==> config.mk <==
export PLATFORM = sky130hd
export DESIGN_NAME = vga_scan_timing
export DESIGN_NICKNAME = d
export VERILOG_FILES = /design/src/rtl/vga_scan_timing.sv
export SDC_FILE = /design/constraint.sdc
export NUM_CORES = 1
export LEC_CHECK = 0
export ABC_AREA = 0
export ABC_CLOCK_PERIOD_IN_PS = 2700
export CAP_MARGIN = 20
export CORE_ASPECT_RATIO = 0.6
export CORE_MARGIN = 4
export CORE_UTILIZATION = 51
export CTS_BUF_LIST = sky130_fd_sc_hd__clkbuf_16
export CTS_CLUSTER_SIZE = 8
export DETAILED_ROUTE_END_ITERATION = 8
export PLACE_DENSITY = 0.9
export SLEW_MARGIN = 20
export SYNTH_ARGS = -nofsm -noshare
export SYNTH_HDL_FRONTEND = slang
export SYNTH_SLANG_ARGS = --single-unit
export TNS_END_PERCENT = 10
==> constraint.sdc <==
create_clock -name clk -period 2.7 [get_ports clk]
set_input_delay 0.54 -clock clk [delete_from_list [all_inputs] [get_ports clk]]
set_output_delay 0.54 -clock clk [all_outputs]
set_load 0.005 [all_outputs]
==> src/rtl/vga_scan_timing.sv <==
// vga_scan_timing
//   Raster timing generator for the tic-tac-toe display. Divides the board
//   clock down to the pixel rate and runs the x/y scan counters. It also owns
//   the VGA output register: sync and the blank-masked renderer colour are
//   delayed by PIPE pixel ticks so that all three leave the chip aligned.
//
// Ports
//   clk         board clock, rising edge
//   rst         asynchronous reset, active-low
//   x, y        current scan coordinate (0..H_TOTAL-1, 0..V_TOTAL-1)
//   video_on    current x/y lies in the visible area
//   pix_tick    one-clk strobe marking each pixel edge
//   frame_start one-clk strobe on the tick where x/y wrap to 0,0
//   color_in    RGB332 colour from the renderer (PIPE-1 ticks behind x/y)
//   hsync       registered, active-low horizontal sync
//   vsync       registered, active-low vertical sync
//   color_out   registered RGB332 colour, black while blanking
module vga_scan_timing #(
    parameter int CLK_DIV   = 2,
    parameter int H_VISIBLE = 640,
    parameter int H_FRONT   = 16,
    parameter int H_SYNC    = 96,
    parameter int H_BACK    = 48,
    parameter int V_VISIBLE = 480,
    parameter int V_FRONT   = 10,
    parameter int V_SYNC    = 2,
    parameter int V_BACK    = 33,
    parameter int PIPE      = 1
) (
    input  logic       clk,
    input  logic       rst,
    output logic [9:0] x,
    output logic [9:0] y,
    output logic       video_on,
    output logic       pix_tick,
    output logic       frame_start,
    input  logic [7:0] color_in,
    output logic       hsync,
    output logic       vsync,
    output logic [7:0] color_out
);

    localparam int H_TOTAL = H_VISIBLE + H_FRONT + H_SYNC + H_BACK;
    localparam int V_TOTAL = V_VISIBLE + V_FRONT + V_SYNC + V_BACK;
    localparam int DIV_W   = (CLK_DIV > 1) ? $clog2(CLK_DIV) : 1;

    // One delay-line entry: active-low syncs plus the visible flag.
    typedef struct packed {
        logic hs;
        logic vs;
        logic vo;
    } stage_t;

    localparam stage_t IDLE_STAGE = '{hs: 1'b1, vs: 1'b1, vo: 1'b0};

    logic [DIV_W-1:0] div;
    stage_t           raw;
    stage_t           into_last;
    stage_t           pipe_q [PIPE];

    // ---------------- pixel-rate divider ----------------
    // With CLK_DIV=1 div stays 0 and the decode below is constantly true.
    assign pix_tick = (div == DIV_W'(CLK_DIV - 1));

    // NOTE: sequential state is written with non-blocking assignments so every
    // flop samples the pre-edge value of its neighbours.
    always_ff @(posedge clk or negedge rst) begin
        if (!rst) begin
            div <= '0;
        end else if (pix_tick) begin
            div <= '0;
        end else begin
            div <= div + 1'b1;
        end
    end

    // ---------------- scan counters ----------------
    always_ff @(posedge clk or negedge rst) begin
        if (!rst) begin
            x <= '0;
            y <= '0;
        end else if (pix_tick) begin
            if (x == 10'(H_TOTAL - 1)) begin
                x <= '0;
                y <= (y == 10'(V_TOTAL - 1)) ? '0 : y + 1'b1;
            end else begin
                x <= x + 1'b1;
            end
        end
    end

    // ---------------- combinational decodes ----------------
    // NOTE: every field gets a default first so no path leaves a latch.
    always_comb begin
        raw    = IDLE_STAGE;
        raw.vo = (x < 10'(H_VISIBLE)) && (y < 10'(V_VISIBLE));
        if (x >= 10'(H_VISIBLE + H_FRONT) && x <= 10'(H_VISIBLE + H_FRONT + H_SYNC - 1))
            raw.hs = 1'b0;
        if (y >= 10'(V_VISIBLE + V_FRONT) && y <= 10'(V_VISIBLE + V_FRONT + V_SYNC - 1))
            raw.vs = 1'b0;
    end

    assign video_on    = raw.vo;
    assign frame_start = pix_tick && (x == 10'(H_TOTAL - 1)) && (y == 10'(V_TOTAL - 1));

    // The colour register loads on the same tick as the last delay stage, so
    // it must be gated by the visible flag that is about to enter that stage.
    if (PIPE == 1) begin : g_direct
        assign into_last = raw;
    end else begin : g_tap
        assign into_last = pipe_q[PIPE-2];
    end

    // ---------------- output delay line and VGA register ----------------
    // NOTE: the delay line is only a few flops deep and must present "sync
    // inactive, video off" straight out of reset, so every entry is reset.
    always_ff @(posedge clk or negedge rst) begin
        if (!rst) begin
            for (int i = 0; i < PIPE; i++) pipe_q[i] <= IDLE_STAGE;
            color_out <= 8'h00;
        end else if (pix_tick) begin
            pipe_q[0] <= raw;
            for (int i = 1; i < PIPE; i++) pipe_q[i] <= pipe_q[i-1];
            color_out <= into_last.vo ? color_in : 8'h00;
        end
    end

    assign hsync = pipe_q[PIPE-1].hs;
    assign vsync = pipe_q[PIPE-1].vs;

endmodule

After elaboration in Yosys (flattened, before gate mapping). Index checks and enable logic that the tools add are counted.

Register bits after elaboration: 31. Input bits: 10. Output and inout bits: 33.

Add/subtract/negate cells: 3. Magnitude comparators: 6. Equality and inequality tests: 2. Muxes and demuxes: 6. Reductions and logical operators: 6.

Operators by type and width (number): adder 10 x 1 -> 10 bit (second input constant) (2); equality test 10 bit (second input constant) (2); 2-to-1 mux 10 bit (2); >= comparator 10 bit (second input constant) (1); >= comparator 10 x 9 -> 1 bit (second input constant) (1); <= comparator 10 bit (second input constant) (1); <= comparator 10 x 9 -> 1 bit (second input constant) (1); < comparator 10 bit (second input constant) (1); < comparator 10 x 9 -> 1 bit (second input constant) (1); 2-to-1 mux 8 bit (1); logical AND 1 bit (5); 2-to-1 mux 1 bit (3); AND reduction 2 bit (1); adder 1 bit (second input constant) (1).

Longest topological paths before layout. Gate-level depths: netlist of run 1.

Depth in word-level cells: 3. Depth in mapped cells: 6. Gate-level depth less buffers: 6.

Worst setup path before layout of run 1. Ideal clock, no wire load.

Path type: register to output. Start point: register x[0]. End point: output port frame_start. Data arrival time: 1.195 ns. Required time: 2.160 ns. Slack: 0.965 ns. Cell stages (with the launch flop): 5. Buffers on the path: 0. Cells stage by stage: dfrtp_1 > ha_1 > and4_1 > nand3_2 > nor2_1.

Cells in the longest elaborated chain, start to end: 3.

Ends and longest elaborated chain: from (decl) (RTL line 32) `output logic [9:0] x,`; from (signal assigned) (RTL line 87) `x <= x + 1'b1;`; equality test 10 bit (RTL line 104) `assign frame_start = pix_tick && (x == 10'(H_TOTAL - 1)) && (y == 10'(V_TOTAL - 1));`; logical AND 1 bit (2 in a row) (RTL line 104); to (decl) (RTL line 36) `output logic frame_start,`.

Every way passes these cells.

Final worst setup path of run 1. Ends and elaborated chain as after synthesis.

==> results of run 1 <==
## cells by family after synthesis
kind of cell               count (synthesis)  synth area share (%)
and+or+nand+nor                           68                 25.27
DFF                                       31                 50.86
xor gates and xnor gates                  12                 6.868
adders and majority gates                  4                 3.271
AOI/OAI and AO/OA                         25                 10.47
buffers and inverters                     10                 2.616
muxes                                      1                0.6542
## per-stage QoR
step / utilization, % / area [µm²] / worst slack, ns / hold slack, ns
4_1_cts: 74.81 / 2148 / 0.03116 / 0.4915
5_1_grt: 75.34 / 2163 / 0.02353 / 0.5160
2_1_floorplan: - / 1530 / 0.9650 / 0.2444
3_3_place_gp: 70.07 / 2012 / 0.4978 / 0.4733
6_report: 75.34 / 2163 / 0.1393 / 0.4912
3_5_place_dp: 70.07 / 2012 / 0.3576 / 0.4812
## power breakdown
group          switching (mW)  internal, mW
registers             0.00377         0.472
logic                  0.0167        0.0249
clock network           0.188         0.330
## metal layers
layer	global-route usage [%]	wire [µm]
met1	30.10	1695
met2	34.23	1924
met3	7.706	311
met4	9.593	87
met5	0	0
## final timing paths
kind / from / to / cells past startpoint
worst min-delay path: color_out[0] / color_out[0] / 1
worst min register to register: color_out[0] / color_out[0] / 1
worst max register to register: pix_tick / y[0] / 5
worst max-delay path: x[0] / frame_start / 5
min in group asynchronous: rst / y[7] / 2
max in group asynchronous: rst / hsync / 2
## synth_stat cells, types with 2 or more instances
master / n / area share [%]
or3_1: 2 / 0.82
nor2_1: 9 / 2.2
dfrtp_1: 29 / 47
xor2_1: 5 / 2.9
nand3_1: 7 / 2.3
xnor2_1: 7 / 4.0
a21oi_1: 7 / 2.3
nand2_1: 20 / 4.9
ha_1: 4 / 3.3
o2bb2ai_1: 8 / 4.6
nor3_1: 7 / 2.3
o21ai_0: 8 / 2.6
and3_1: 2 / 0.82
nand4bb_1: 2 / 1.5
dfstp_2: 2 / 3.4
and4_1: 2 / 1.1
nand4_1: 6 / 2.5
buf_2: 2 / 0.65
inv_1: 6 / 1.5
## worst reg2reg max path, delay by kind of cell (launching register included)
kind	cells	cell delay [ns]
AND/OR/NAND/NOR	3	0.77
buffers and inverters	1	0.25
flip-flops	1	0.36
AO/OA/AOI/OAI	1	0.23
## cell type report
cell class                 instances  share of cell area [%]
clock buffer                       5                   5.784
clock inverter                     3                  0.5205
inverter                           7                   1.215
multi-input combinational        110                   33.02
sequential                        31                   36.21
tap                               42                   2.429
timing repair buffer              46                   20.82
## timing repair
action,4_1_cts,5_1_grt
setup buffers,0,1
hold buffers,0,0
resized for setup,0,5
setup endpoints to repair,0,1
## state kept, by name (all words and copies together) (netlist names)
register,count
pix_tick,1
hsync,1
vsync,1
color_out,8
y,10
x,10
==> flow_metrics.tcl, run 1 <==
set metrics [dict create \
    status "complete, no violations" \
    critPathBufInv 1 \
    slew_violations 0 \
    dieHeight_um 50.43 \
    syn_nets 165 \
    avgViaCountPerCell 5.676 \
    synth_cell_type_count 35 \
    nets 215 \
    slowest_delay_ns 0.52 \
    crit_path_max_fanout 6 \
    cts_root_buf "clkbuf_16" \
    clk_latency_ns 0.28 \
    maxCapViolCount 0 \
    drive_gt1_share_pct 11.39 \
    max_slew_margin_pct 71.83 \
    finalPower_mw 1.035 \
    rsz0062_at_grt "false" \
    areaGrowthSynthToFinish_pct 41.37 \
    timing.setup.critical_path_class "reg -> out" \
    setup_viol 0 \
    ys_warn_count 0 \
    n_fill_cell 186 \
    num_antenna_cells 0 \
    cts_max_path_buffers 2 \
    final_hold_viol_count 0 \
    cts_tree "done" \
    final_common_cell "clkdlybuf4s50_1" \
    synthFlopType "dfrtp_1" \
    place_inst 235 \
    synth_edf_count 0 \
    place_congestion 0.8956 \
    h-tree-depth 2 \
    cts_num_sinks 31 \
    hold_path_class "reg -> reg" \
    antenna_left 0 \
    crit_path_top_delay_cell "clkdlybuf4s50_1" \
    syn-instance-count 151 \
    drtIter0Drc 167 \
    cp-end-kind "output pin" \
    p_leak_nw 0.8763 \
    drc 0 \
    cts_buffers 5 \
    grt_use_total_pct 22.75 \
    postSynth.asyncResetShare_pct 100.0 \
    synth_area_um2 1530 \
    yosys_register_bits 31 \
    dieArea_um2 3970 \
    tightest_slew_ns 0.4202 \
    grt_start_max_net_pins 32 \
    die_x_um 78.72 \
    skew_ns 0.007086 \
    path_cells "ha_1 -> and4_1 -> nand3_2 -> nor2_2 -> clkdlybuf4s50_1" \
    regToRegSetupSlack_ns 0.98 \
    via_count 1385 \
    core.rowCount 15 \
    start_util_pct 53.29 \
    syn_area_per_cell_um2 10.13 \
    drt-wirelength-per-cell_um 16.47 \
    cp_top_family "simple AND/OR/NAND/NOR gates" \
    critPathRequiredTime_ns 2.16 \
    pin_count 43 \
    grt_pass1_vias 1349 \
    post-dp-hpwl_um 2772 \
    overflow 0 \
    multi_input_area_um2 714.4 \
    critPathLaunchType "register" \
    yosysSeqAreaShare_pct 50.86 \
    finalCritPeriodShare_pct 94.84 \
    core_area_um2 2872 \
    arrival_ns 2.02 \
    cts.clk_slew.worst_paths_ns 0.05 \
    layout_common_cells "clkdlybuf4s50_1 (42), dfrtp_1 (25), nand2_1 (20)" \
    fin_cells 244 \
    drtPass1Iterations 4 \
    drt-total-wl_um 4018 \
    period_minus_slack_ns 2.561 \
    irDropWorstVdd_mv 0.3369 \
    seq_area_um2 783.3 \
    grt_pass1_wl_um 6810 \
    powerDensity_nw_per_um2 478.5 \
    port_buffers 42 \
    grt_antenna_before_repair 0 \
    max_freq_mhz 390.5 \
    finalSetupTns_ns 0 \
]
Power figures use the tool's default switching activity.
==> run 2, diff against run 1 <==
--- a/config.mk
+++ b/config.mk
@@ -14,6 +14,7 @@
 export CTS_BUF_LIST = sky130_fd_sc_hd__clkbuf_16
 export CTS_CLUSTER_SIZE = 8
 export DETAILED_ROUTE_END_ITERATION = 8
+export MAX_ROUTING_LAYER = met4
 export PLACE_DENSITY = 0.9
 export SLEW_MARGIN = 20
 export SYNTH_ARGS = -nofsm -noshare
==> flow_metrics.tcl, run 2 (same netlist as run 1, synthesis figures left out) <==
set metrics [dict create \
    n_fill_cell 186 \
    cts_max_path_buffers 2 \
    cts.clk_slew.worst_paths_ns 0.04 \
    fin_ws_ns 0.1374 \
    grt_antenna_before_repair 0 \
    seq_area_um2 783.3 \
    p_clk_share_pct 50.2 \
    top_regs "x (10), y (10), color_out (8)" \
    drtIter0Drc 172 \
    finalSetupTns_ns 0 \
    hold_path_class "reg -> reg" \
    core.rowCount 15 \
    path_cells "ha_1 -> and4_1 -> nand3_2 -> nor2_2 -> clkdlybuf4s50_1" \
    tightest_slew_ns 0.4228 \
    cts_root_buf "clkbuf_16" \
    max_slew_margin_pct 71.66 \
    skew_ns 0.007308 \
    overflow 0 \
    arrival_ns 2.02 \
    hold_depth 1 \
    grt_start_max_net_pins 32 \
    powerDensity_nw_per_um2 479.5 \
    postPlaceCellArea_um2 2012 \
    slowest_delay_ns 0.52 \
    postLayoutCellArea_um2 2163 \
    hold_slack_ns 0.4913 \
    antenna_left 0 \
    rsz0062_at_grt "false" \
    cp-end-kind "output pin" \
    p_seq_share_pct 45.8 \
    final_util_pct 75.34 \
    grt_pass1_vias 1347 \
    cts_num_sinks 31 \
    drt-wirelength-per-cell_um 16.51 \
    drtPass1Iterations 4 \
    slew_violations 0 \
    final_common_cell "clkdlybuf4s50_1" \
    num_antenna_cells 0 \
    irDropWorstVdd_mv 0.3365 \
    p_leak_nw 0.8763 \
    cts_buffers 5 \
    port_buffers 42 \
    fin_cells 244 \
    setup_viol 0 \
    place_congestion 0.9108 \
    start_util_pct 53.29 \
    grt_use_total_pct 23.44 \
    areaGrowthSynthToFinish_pct 41.37 \
    crit_path_top_delay_cell "clkdlybuf4s50_1" \
    maxCapViolCount 0 \
    via_count 1380 \
    avgViaCountPerCell 5.656 \
    die_x_um 78.72 \
    clk_latency_ns 0.28 \
    final_hold_viol_count 0 \
    cts_tree "done" \
    crit_path_max_fanout 6 \
    switching_share_pct 20.27 \
    status "complete, no violations" \
    post-place-ws_ns 0.3576 \
    drive_gt1_share_pct 11.39 \
    max_freq_mhz 390.2 \
    multi_input_area_um2 714.4 \
    dieArea_um2 3970 \
    pin_count 43 \
    finalCritPeriodShare_pct 94.91 \
    finalPower_mw 1.037 \
    grt_pass1_wl_um 6844 \
    nets 215 \
    reg2reg_depth 5 \
    period_minus_slack_ns 2.563 \
    cts_hold_buf 0 \
    regToRegSetupSlack_ns 0.99 \
    dieHeight_um 50.43 \
    critPathRequiredTime_ns 2.16 \
    drc 0 \
    post-dp-hpwl_um 2772 \
    p_int_uw 827.0 \
    drt-total-wl_um 4029 \
    pwr-share-comb_pct 4.0 \
    layout_common_cells "clkdlybuf4s50_1 (42), dfrtp_1 (25), nand2_1 (20)" \
    timing.setup.critical_path_class "reg -> out" \
    core_area_um2 2872 \
    p_sw_uw 210.2 \
    h-tree-depth 2 \
    critPathLaunchType "register" \
    place_inst 235 \
]
[run 2: cell counts in the layout (fill, tap and decap cells not counted)]
Identical to the previous run, type by type.
[run 2: worst paths after layout]
check | startpoint | end
hold / removal | color_out[2] | color_out[2]
min in group asynchronous | rst | y[7]
max in group asynchronous | rst | hsync
setup reg to reg | pix_tick | y[0]
setup / recovery | x[0] | frame_start
hold reg to reg | color_out[2] | color_out[2]
[run 2: timing repair]
action | 4_1_cts | 5_1_grt
setup buffers | 0 | 1
resized for setup | 0 | 5
setup endpoints to repair | 0 | 1
[run 2: routing by layer]
layer / GRT usage, % / part of all wire, %
met5: - / 0
met4: 9.593 / 1.7
met3: 7.706 / 7.9
met1: 30.33 / 43
met2: 34.08 / 47
[run 2: worst max-delay path: cells and delay by family (launching register included)]
family / cells / cell delay [ns]
fa+ha+maj: 1 / 0.22
buf+inv: 1 / 0.52
flops: 1 / 0.41
simple gates: 3 / 0.60
[run 2: final cells by class]
type | count | area share (%)
clock buffers | 5 | 5.784
clock inverters | 3 | 0.5205
inverters | 7 | 1.215
multi-input cells | 110 | 33.02
flip-flops and latches | 31 | 36.21
well taps | 42 | 2.429
repair buffers | 46 | 20.82
[run 2: power groups by stage]
stage	registers, mW	logic, mW	clock network (mW)
after floorplan	0.483	0.00507	0
after global placement	0.482	0.0416	0
after detailed placement	0.483	0.0426	0
after CTS	0.475	0.0427	0.527
after global routing	0.476	0.0465	0.546
final	0.476	0.0415	0.520
